`src/rtl/ss_scan_capture.sv`:
```
// Receive-side decoder for the multiplexed 8-digit seven-segment scan bus.
// Rebuilds the 32-bit BCD word and DP mask from active-low anode/segment/DP lines.
module ss_scan_capture #(
    parameter int SETTLE_CYCLES  = 16,
    parameter int TIMEOUT_CYCLES = 2_000_000
) (
    input  logic        clk,
    input  logic        rst_n,
    input  logic [7:0]  light_code,
    input  logic [6:0]  decode,
    input  logic        DP_out,
    output logic [31:0] data_BCD,
    output logic [7:0]  dp_mask,
    output logic        frame_valid,
    output logic        frame_strobe,
    output logic        code_error
);
    localparam int SW = $clog2(SETTLE_CYCLES);
    localparam int TW = $clog2(TIMEOUT_CYCLES);
    localparam logic [SW-1:0] SETTLE_LAST = SW'(SETTLE_CYCLES - 1);
    localparam logic [TW-1:0] TO_LAST     = TW'(TIMEOUT_CYCLES - 1);

    typedef enum logic [1:0] {
        S_IDLE,
        S_SETTLE,
        S_CAPTURE,
        S_HOLD
    } state_t;

    logic [15:0]   r_sync1;
    logic [15:0]   r_sync2;
    state_t        r_state;
    state_t        w_state_nxt;
    logic [SW-1:0] r_cnt;
    logic [SW-1:0] w_cnt_nxt;
    logic [7:0]    r_an;
    logic [7:0]    w_an_nxt;
    logic [6:0]    r_seg;
    logic [6:0]    w_seg_nxt;
    logic [31:0]   r_shadow;
    logic [7:0]    r_shadow_dp;
    logic [7:0]    r_seen;
    logic [7:0]    w_seen_nxt;
    logic          r_err;
    logic          w_err_nxt;
    logic [TW-1:0] r_to;
    logic          r_to_hit;
    logic [31:0]   r_data;
    logic [7:0]    r_dp_mask;
    logic          r_valid;
    logic          r_strobe;
    logic          r_code_err;

    logic [7:0]    w_an;
    logic [6:0]    w_seg;
    logic          w_dp;
    logic          w_onehot;
    logic          w_err_set;
    logic          w_cap;
    logic [2:0]    w_idx;
    logic [4:0]    w_map;
    logic          w_done;
    logic          w_to_fire;

    assign w_an  = ~r_sync2[15:8];
    assign w_seg = ~r_sync2[7:1];
    assign w_dp  = ~r_sync2[0];

    assign w_onehot  = (w_an != 8'h00) && ((w_an & (w_an - 8'h01)) == 8'h00);
    assign w_done    = (r_seen == 8'hFF);
    assign w_to_fire = (r_to == TO_LAST) && !r_to_hit;

    // {illegal, nibble}
    function automatic logic [4:0] seg_map(input logic [6:0] s);
        case (s)
            7'b1111110: seg_map = 5'h00;
            7'b0110000: seg_map = 5'h01;
            7'b1101101: seg_map = 5'h02;
            7'b1111001: seg_map = 5'h03;
            7'b0110011: seg_map = 5'h04;
            7'b1011011: seg_map = 5'h05;
            7'b0011111: seg_map = 5'h06;
            7'b1110000: seg_map = 5'h07;
            7'b1111111: seg_map = 5'h08;
            7'b1110011: seg_map = 5'h09;
            7'b0000001: seg_map = 5'h0A;
            7'b0111110: seg_map = 5'h0B;
            7'b0000000: seg_map = 5'h0F;
            default:    seg_map = 5'h1F;
        endcase
    endfunction

    assign w_map = seg_map(r_seg);

    always_comb begin
        w_idx = 3'd0;
        for (int i = 0; i < 8; i++) begin
            if (r_an[i]) w_idx = 3'(i);
        end
    end

    always_ff @(posedge clk or negedge rst_n) begin
        if (!rst_n) begin
            r_sync1 <= '1;
            r_sync2 <= '1;
        end else begin
            r_sync1 <= {light_code, decode, DP_out};
            r_sync2 <= r_sync1;
        end
    end

    always_ff @(posedge clk or negedge rst_n) begin
        if (!rst_n) begin
            r_state <= S_IDLE;
            r_cnt   <= '0;
            r_an    <= '0;
            r_seg   <= '0;
        end else begin
            r_state <= w_state_nxt;
            r_cnt   <= w_cnt_nxt;
            r_an    <= w_an_nxt;
            r_seg   <= w_seg_nxt;
        end
    end

    always_comb begin
        w_state_nxt = r_state;
        w_cnt_nxt   = r_cnt;
        w_an_nxt    = r_an;
        w_seg_nxt   = r_seg;
        w_err_set   = 1'b0;
        w_cap       = 1'b0;
        case (r_state)
            S_IDLE, S_SETTLE: begin
                if (r_state == S_IDLE || w_an != r_an || w_seg != r_seg) begin
                    w_cnt_nxt = '0;
                    w_an_nxt  = w_an;
                    w_seg_nxt = w_seg;
                    if (w_onehot) begin
                        w_state_nxt = S_SETTLE;
                    end else begin
                        w_state_nxt = S_IDLE;
                        w_err_set   = (w_an != 8'h00);
                    end
                end else if (r_cnt == SETTLE_LAST) begin
                    w_state_nxt = S_CAPTURE;
                end else begin
                    w_cnt_nxt = r_cnt + 1'b1;
                end
            end
            S_CAPTURE: begin
                w_cap       = 1'b1;
                w_state_nxt = S_HOLD;
            end
            S_HOLD: begin
                if (w_an != r_an) w_state_nxt = S_IDLE;
            end
            default: w_state_nxt = S_IDLE;
        endcase
    end

    // A capture landing on the publish cycle starts the next frame.
    always_comb begin
        w_seen_nxt = r_seen;
        w_err_nxt  = r_err;
        if (w_done || w_to_fire) begin
            w_seen_nxt = '0;
            w_err_nxt  = 1'b0;
        end
        if (w_cap) begin
            w_seen_nxt[w_idx] = 1'b1;
            if (w_map[4]) w_err_nxt = 1'b1;
        end
        if (w_err_set) w_err_nxt = 1'b1;
    end

    always_ff @(posedge clk or negedge rst_n) begin
        if (!rst_n) begin
            r_shadow    <= '0;
            r_shadow_dp <= '0;
            r_seen      <= '0;
            r_err       <= 1'b0;
        end else begin
            r_seen <= w_seen_nxt;
            r_err  <= w_err_nxt;
            if (w_cap) begin
                r_shadow[4*w_idx +: 4] <= w_map[3:0];
                r_shadow_dp[w_idx]     <= w_dp;
            end
        end
    end

    always_ff @(posedge clk or negedge rst_n) begin
        if (!rst_n) begin
            r_to       <= '0;
            r_to_hit   <= 1'b0;
            r_data     <= '0;
            r_dp_mask  <= '0;
            r_valid    <= 1'b0;
            r_strobe   <= 1'b0;
            r_code_err <= 1'b0;
        end else begin
            r_strobe <= w_done;
            if (w_done) begin
                r_data     <= r_shadow;
                r_dp_mask  <= r_shadow_dp;
                r_code_err <= r_err;
                r_valid    <= 1'b1;
                r_to       <= '0;
                r_to_hit   <= 1'b0;
            end else begin
                if (r_to != TO_LAST) r_to <= r_to + 1'b1;
                if (w_to_fire) begin
                    r_valid  <= 1'b0;
                    r_to_hit <= 1'b1;
                end
            end
        end
    end

    assign data_BCD     = r_data;
    assign dp_mask      = r_dp_mask;
    assign frame_valid  = r_valid;
    assign frame_strobe = r_strobe;
    assign code_error   = r_code_err;

endmodule

```
`config.mk`:
```
export PLATFORM = sky130hd
export DESIGN_NAME = ss_scan_capture
export DESIGN_NICKNAME = d
export VERILOG_FILES = /design/src/rtl/ss_scan_capture.sv
export SDC_FILE = /design/constraint.sdc
export NUM_CORES = 1
export LEC_CHECK = 0
export ABC_AREA = 1
export CORE_MARGIN = 2
export CORE_UTILIZATION = 63
export DETAILED_ROUTE_END_ITERATION = 7
export PLACE_DENSITY = 0.83
export SYNTH_ARGS = -nofsm -noshare
export SYNTH_HDL_FRONTEND = slang
export SYNTH_SLANG_ARGS = --single-unit
export TNS_END_PERCENT = 30
```
`constraint.sdc`:
```
create_clock -name clk -period 6 [get_ports clk]
set_input_delay 1.5 -clock clk [delete_from_list [all_inputs] [get_ports clk]]
set_output_delay 1.5 -clock clk [all_outputs]
set_load 0.01 [all_outputs]
```
== Word level (Yosys, flattened, before mapping) ==
Cells that the tools add are included.

* Flip-flop bits (word level): 167
* Logic and storage cells: 106

* Equality and inequality tests: 24
* Add/sub/neg operators: 4
* Bitwise logic cells: 5
* Order comparisons: 2
* Shift operators: 2
* Multiplexer cells: 35
* Reduce and logical (&&, ||, !) cells: 17

{| class="wikitable"
|+ Operators with widths
! cell !! count
|-
| $pmux W5 S13 || 1
|-
| $eq A7 B7 Y1 const B || 7
|-
| $mux W21 || 2
|-
| $neg A5 Y34 || 1
|-
| $shift A4 B34 Y32 const A || 1
|-
| $shiftx A4 B34 Y32 || 1
|-
| $bwmux W32 || 1
|-
| $add A21 B1 Y21 const B || 1
|-
| $eq A21 B21 Y1 const B || 1
|-
| $eq A7 B6 Y1 const B || 3
|-
| $ne A21 B21 Y1 const B || 1
|-
| $mux W3 || 6
|-
| $mux W8 || 2
|-
| $mux W1 || 15
|-
| $and A8 B8 Y8 || 1
|-
| $bwmux W8 || 1
|-
| $eq A8 B8 Y1 const B || 1
|-
| $logic_not A8 Y1 || 1
|-
| $mux W4 || 2
|-
| $ne A8 B8 Y1 || 1
|-
| $not A8 Y8 || 1
|-
| $or A8 B8 Y8 || 1
|-
| $reduce_bool A8 Y1 || 1
|-
| $sub A8 B1 Y8 const B || 1
|-
| 24 further kinds || 35
|}

== Logic depth before layout (Yosys ltp) ==
* Depth in word-level cells: 13
* Mapped depth: 13
* Gate-level depth less buffers: 12

== Worst setup path after synthesis ==
Ideal clock, no wire load.

* Path kind: reg-to-reg
* From: reg r_an[2]
* To: reg r_shadow[20]
* Data arrival time: 2,172 ps
* Buffers on the path: 2
* Clock period less this slack: 2,298 ps
* Slack: 3,702 ps
* Cell stages (with the launch flop): 12
* Library setup time: 126 ps
* Cell sequence: dfrtp_1 > inv_1 > a21oi_1 > o21ai_0 > nand2_1 > buf_4 > ha_1 > ha_1 > nor2_1 > buf_2 > a31oi_1 > o21bai_1

* Longest elaborated chain between the ends: 9
* Elaborated cells on any way between the ends: 10
* Those cells by class: 1 x add/sub; 2 x shift; 7 x mux

{| class="wikitable"
|+ Ends and longest elaborated chain
! element !! RTL line !! source
|-
| start, declared || 36 || <nowiki>logic [7:0] r_an;</nowiki>
|-
| start signal, assigned || 121 || <nowiki>r_an <= w_an_nxt;</nowiki>
|-
| $mux W3 * (6 in a row) || 98 || <nowiki>if (r_an[i]) w_idx = 3'(i);</nowiki>
|-
| $neg A5 Y34 * || 187 || <nowiki>r_shadow[4*w_idx +: 4] <= w_map[3:0];</nowiki>
|-
| $shiftx A4 B34 Y32 or $shift A4 B34 Y32 (tied branches) || 187 ||
|-
| $bwmux W32 * || 187 ||
|-
| end signal, assigned by index || 187 ||
|-
| end, declared || 40 || <nowiki>logic [31:0] r_shadow;</nowiki>
|}

Mark *: on every way between the ends. The rest lies on a longest branch, timed or not.
A chain may end at the register's enable or synchronous reset.

== Worst setup path after layout ==
* From: reg r_an[2]
* To: reg r_shadow[27]

Same word-level chain as after synthesis.

==> reports/results.md <==
* worst setup margin: 2.87 ns
* class of the most critical setup path: flip-flop to flip-flop
* worst slew margin relative to its limit: 0.281
* data arrival time of the critical path: 3.44 ns
* Num CTS Buffers: 17
* global placement routability congestion: 0.923
* FILL cells: 844
* post-detailed-route DRC marker count: 0
* proportion of register bits with asynchronous set or reset after synthesis: 1.00
* number of cells traversed by the worst register-to-register path: 10
* Post-Syn Area per Cell: 8.96 sq um
* # H-tree levels: 4
* number of buffers inserted to repair setup after CTS: 0
* layout cell share with drive strength beyond 1: 0.148
* Power, Total: 2260 uW
* synthesis warning total: 0
* area share of the largest cell type after synthesis: 0.447
* vias in the first global route: 5605
* number of antenna violations at the first check in global routing: 0
* Site Rows: 40
* actual slew at the worst max-slew pin: 1.08 ns
* element type at the critical path end: flip-flop
* commonest register cell after synthesis: sky130_fd_sc_hd__dfrtp_1
* Die Height: 114 um
* Synth Cell Area: 0.00756 sq mm
* cell taking the most area after synthesis: sky130_fd_sc_hd__dfrtp_1
* setup repair after global routing missed its margin: no
* sinks on the clock net: 167
* Total Wirelength: 15.3 mm
* post-synthesis adder-cell area fraction: 0.0132
* crit path capture: r_shadow[27]
* iteration-0 DRC count of the detailed router: 475
* Final Hold Violating Endpoints: 0
* Setup Skew: 0.00628 ns
* Detail Placement HPWL: 10.8 mm
* slack of the worst reg-to-reg path: 2.87 ns
* global-route wire length before repair: 26.3 mm
* start point of the critical path: r_an[2]
* io pins: 61
* overall overflow remaining after global route: 0
* detailed-route via count: 5921
* TritonCTS clock tree: built
* Core Area: 0.0119 sq mm
* outcome: finished, final reports clean
* number of standard cells after synthesis: 844
* overall die width: 114 um
* post-synthesis net count: 870
* number of buffer cells added on primary ports: 60
* layout-stage area growth over the synthesis result: 16.0%
* number of antenna diodes: 0
* class of the most critical hold timing path: flip-flop to flip-flop
* data required time at the worst endpoint: 6.31 ns
* achievable clock frequency: 320 MHz
* Power per Cell Area: 258 mW/mm^2
* setup_tns: 0 ns
* multiplexer area fraction after synthesis: 0
* Critical Path Source Type: flip-flop
* number of resized instances in the post-cts repair step: 0
* vias per cell: 5.58
* number of optimization iterations in the first detailed-route pass: 5
* number of flops mapped to enable cells by yosys: 0
* Max-cap violations: 0
* flops & latches, synth: 167
* All-Layer GR Usage: 0.258
* post-synthesis cell type count: 41
* fraction of synthesized cell area in xor and xnor cells: 0.0162
* Critical Path Fanout Max: 17
* startpoint of the most critical register-to-register path: r_an[2]
* Area contributors post-synth: sky130_fd_sc_hd__dfrtp_1, sky130_fd_sc_hd__nand2_1, sky130_fd_sc_hd__dfstp_2, sky130_fd_sc_hd__inv_1, sky130_fd_sc_hd__o21ai_0
* # setup viols final: 0
* endpoint of the worst-slack reg-to-reg timing path: r_shadow[27]
* dominant combinational cell family by area after synthesis: simple AND/OR/NAND/NOR gates
* Clock Path Buffers: 2
* initial standard-cell utilization of the core: 0.638
* Total Die Area: 0.0129 sq mm
* Leak: 0.00433 uW
* fraction of the mapped netlist area in simple logic gates: 0.266
* IR drop worst, VDD: 0.000206 V
* Clk Latency, worst-skew pair: 0.43 ns
* clock slew at reported path FFs: 0.06 ns
* Synth Area in Compound Gates: 0.0857
* clock tree root driver cell: sky130_fd_sc_hd__clkbuf_16
* Period Utilization, post-route: 0.521
* net count reported at finish: 928
* time the worst path needs with I/O delays and setup: 3.13 ns
* portion of the post-synthesis area used by sequential elements: 0.558
* number of nets with antenna violations after detailed routing: 0
* setup slack after placement: 2.93 ns
* pin count of the biggest net entering global routing: 125
* number of slew-limit violations in the final report: 0
* CTS Hold Buffers Added: 0
* WL/cell: 14.4 um
critical path, stage by stage (launching register included):
cell and delay, ns:
sky130_fd_sc_hd__dfrtp_1 0.41, sky130_fd_sc_hd__inv_1 0.06, sky130_fd_sc_hd__a21oi_1 0.06, sky130_fd_sc_hd__o21ai_0 0.15, sky130_fd_sc_hd__nand2_1 0.37, sky130_fd_sc_hd__ha_1 0.37
sky130_fd_sc_hd__ha_1 0.40, sky130_fd_sc_hd__nor2_1 0.65, sky130_fd_sc_hd__nand3_1 0.32, sky130_fd_sc_hd__nand2_1 0.15, sky130_fd_sc_hd__o21ai_2 0.06
power by group:
group	switching, uW	internal (uW)
registers	16.8	1150
clock network	431	563
logic	67.2	31.4
sequential cells by signal, summed over array words and instances (netlist names):
| register | flops |
|---|---|
| data_BCD | 32 |
| r_shadow | 32 |
| r_to | 21 |
| r_sync1 | 16 |
| r_sync2 | 16 |
| dp_mask | 8 |
| r_an | 8 |
| r_seen | 8 |
| r_shadow_dp | 8 |
| r_seg | 7 |
| r_cnt | 4 |
| r_state | 2 |
| code_error | 1 |
| frame_strobe | 1 |
| frame_valid | 1 |
| r_err | 1 |
| r_to_hit | 1 |
cell families after synthesis:
family,count (synthesis)
xor gates and xnor gates,14
and+or+nand+nor,437
adders and majority gates,8
buffers and inverters,109
AOI/OAI and AO/OA,109
DFF,167
synthesized netlist by cell type (2+ instances only):
| library cell | n |
|---|---|
| sky130_fd_sc_hd__o21ai_2 | 4 |
| sky130_fd_sc_hd__nor2_2 | 16 |
| sky130_fd_sc_hd__a211oi_1 | 2 |
| sky130_fd_sc_hd__buf_1 | 3 |
| sky130_fd_sc_hd__clkbuf_1 | 6 |
| sky130_fd_sc_hd__nor2_4 | 3 |
| sky130_fd_sc_hd__or2_2 | 4 |
| sky130_fd_sc_hd__inv_1 | 75 |
| sky130_fd_sc_hd__nand4_2 | 3 |
| sky130_fd_sc_hd__nor3_2 | 2 |
| sky130_fd_sc_hd__xnor2_1 | 3 |
| sky130_fd_sc_hd__buf_6 | 4 |
| sky130_fd_sc_hd__nand3_1 | 41 |
| sky130_fd_sc_hd__nand4_1 | 27 |
| sky130_fd_sc_hd__a31oi_1 | 9 |
| sky130_fd_sc_hd__ha_1 | 8 |
| sky130_fd_sc_hd__buf_2 | 6 |
| sky130_fd_sc_hd__nand2_1 | 238 |
| sky130_fd_sc_hd__o21ai_0 | 44 |
| sky130_fd_sc_hd__o21a_1 | 3 |
| sky130_fd_sc_hd__a21oi_1 | 10 |
| sky130_fd_sc_hd__nand2_4 | 4 |
| sky130_fd_sc_hd__nand3b_1 | 4 |
| sky130_fd_sc_hd__dfrtp_1 | 135 |
| sky130_fd_sc_hd__nor3_1 | 11 |
| sky130_fd_sc_hd__inv_2 | 9 |
| sky130_fd_sc_hd__xor2_1 | 11 |
| sky130_fd_sc_hd__nand3_2 | 3 |
| sky130_fd_sc_hd__o21bai_1 | 18 |
| sky130_fd_sc_hd__o21ai_1 | 16 |
| sky130_fd_sc_hd__nor2_1 | 58 |
| sky130_fd_sc_hd__dfstp_2 | 32 |
| sky130_fd_sc_hd__buf_4 | 5 |
| sky130_fd_sc_hd__nor4_1 | 3 |
| sky130_fd_sc_hd__nand2_2 | 18 |
metrics by stage:
| stage | hold WS, ns | std cells | instance area, sq um | util |
|---|---|---|---|---|
| floorplan | 0.345 | 844 | 7560 | - |
| global placement | 0.346 | 1030 | 8230 | 0.694 |
| detailed placement | 0.347 | 1030 | 8230 | 0.694 |
| CTS | 0.356 | 1062 | 8770 | 0.739 |
| global route | 0.360 | 1062 | 8770 | 0.739 |
| finish | 0.355 | 1062 | 8770 | 0.739 |
how the worst min path moves through the flow:
stage / from / endpoint / slack (ns) / depth (start not counted)
detailed placement: r_sync1[1] / r_sync2[1] / 0.35 / 0
global route: r_sync1[6] / r_sync2[6] / 0.36 / 0
finish: r_sync1[6] / r_sync2[6] / 0.36 / 0
CTS: r_sync1[1] / r_sync2[1] / 0.36 / 0
floorplan: r_sync1[0] / r_sync2[0] / 0.35 / 0
global placement: r_sync1[1] / r_sync2[1] / 0.35 / 0
layout make-up:
cell class,instances,area (sq um),share of cell area
multi-input cells,568,2880,0.329
inverters,85,319,0.0364
clock inverters,10,66.3,0.00756
clock buffers,22,474,0.0541
repair buffers,63,624,0.0712
well taps,147,184,0.0210
flip-flops and latches,167,4220,0.481
layout by cell type (no fill, tap or decap), types with 18 or more instances in the layout:
cell and n:
sky130_fd_sc_hd__o21bai_1 18, sky130_fd_sc_hd__dfrtp_1 135, sky130_fd_sc_hd__nand4_1 27, sky130_fd_sc_hd__o21ai_0 44, sky130_fd_sc_hd__nand2_1 238, sky130_fd_sc_hd__nand2_2 18
sky130_fd_sc_hd__dfstp_2 32, sky130_fd_sc_hd__inv_1 75, sky130_fd_sc_hd__nand3_1 41, sky130_fd_sc_hd__nor2_1 58, sky130_fd_sc_hd__clkdlybuf4s50_1 59
metal layers:
| layer | global-route usage | wire, um |
|---|---|---|
| met5 | 0 | 0 |
| met4 | 0.121 | 486 |
| met3 | 0.0537 | 779 |
| met2 | 0.416 | 7370 |
| met1 | 0.340 | 6700 |
Power figures use the tool's default switching activity.
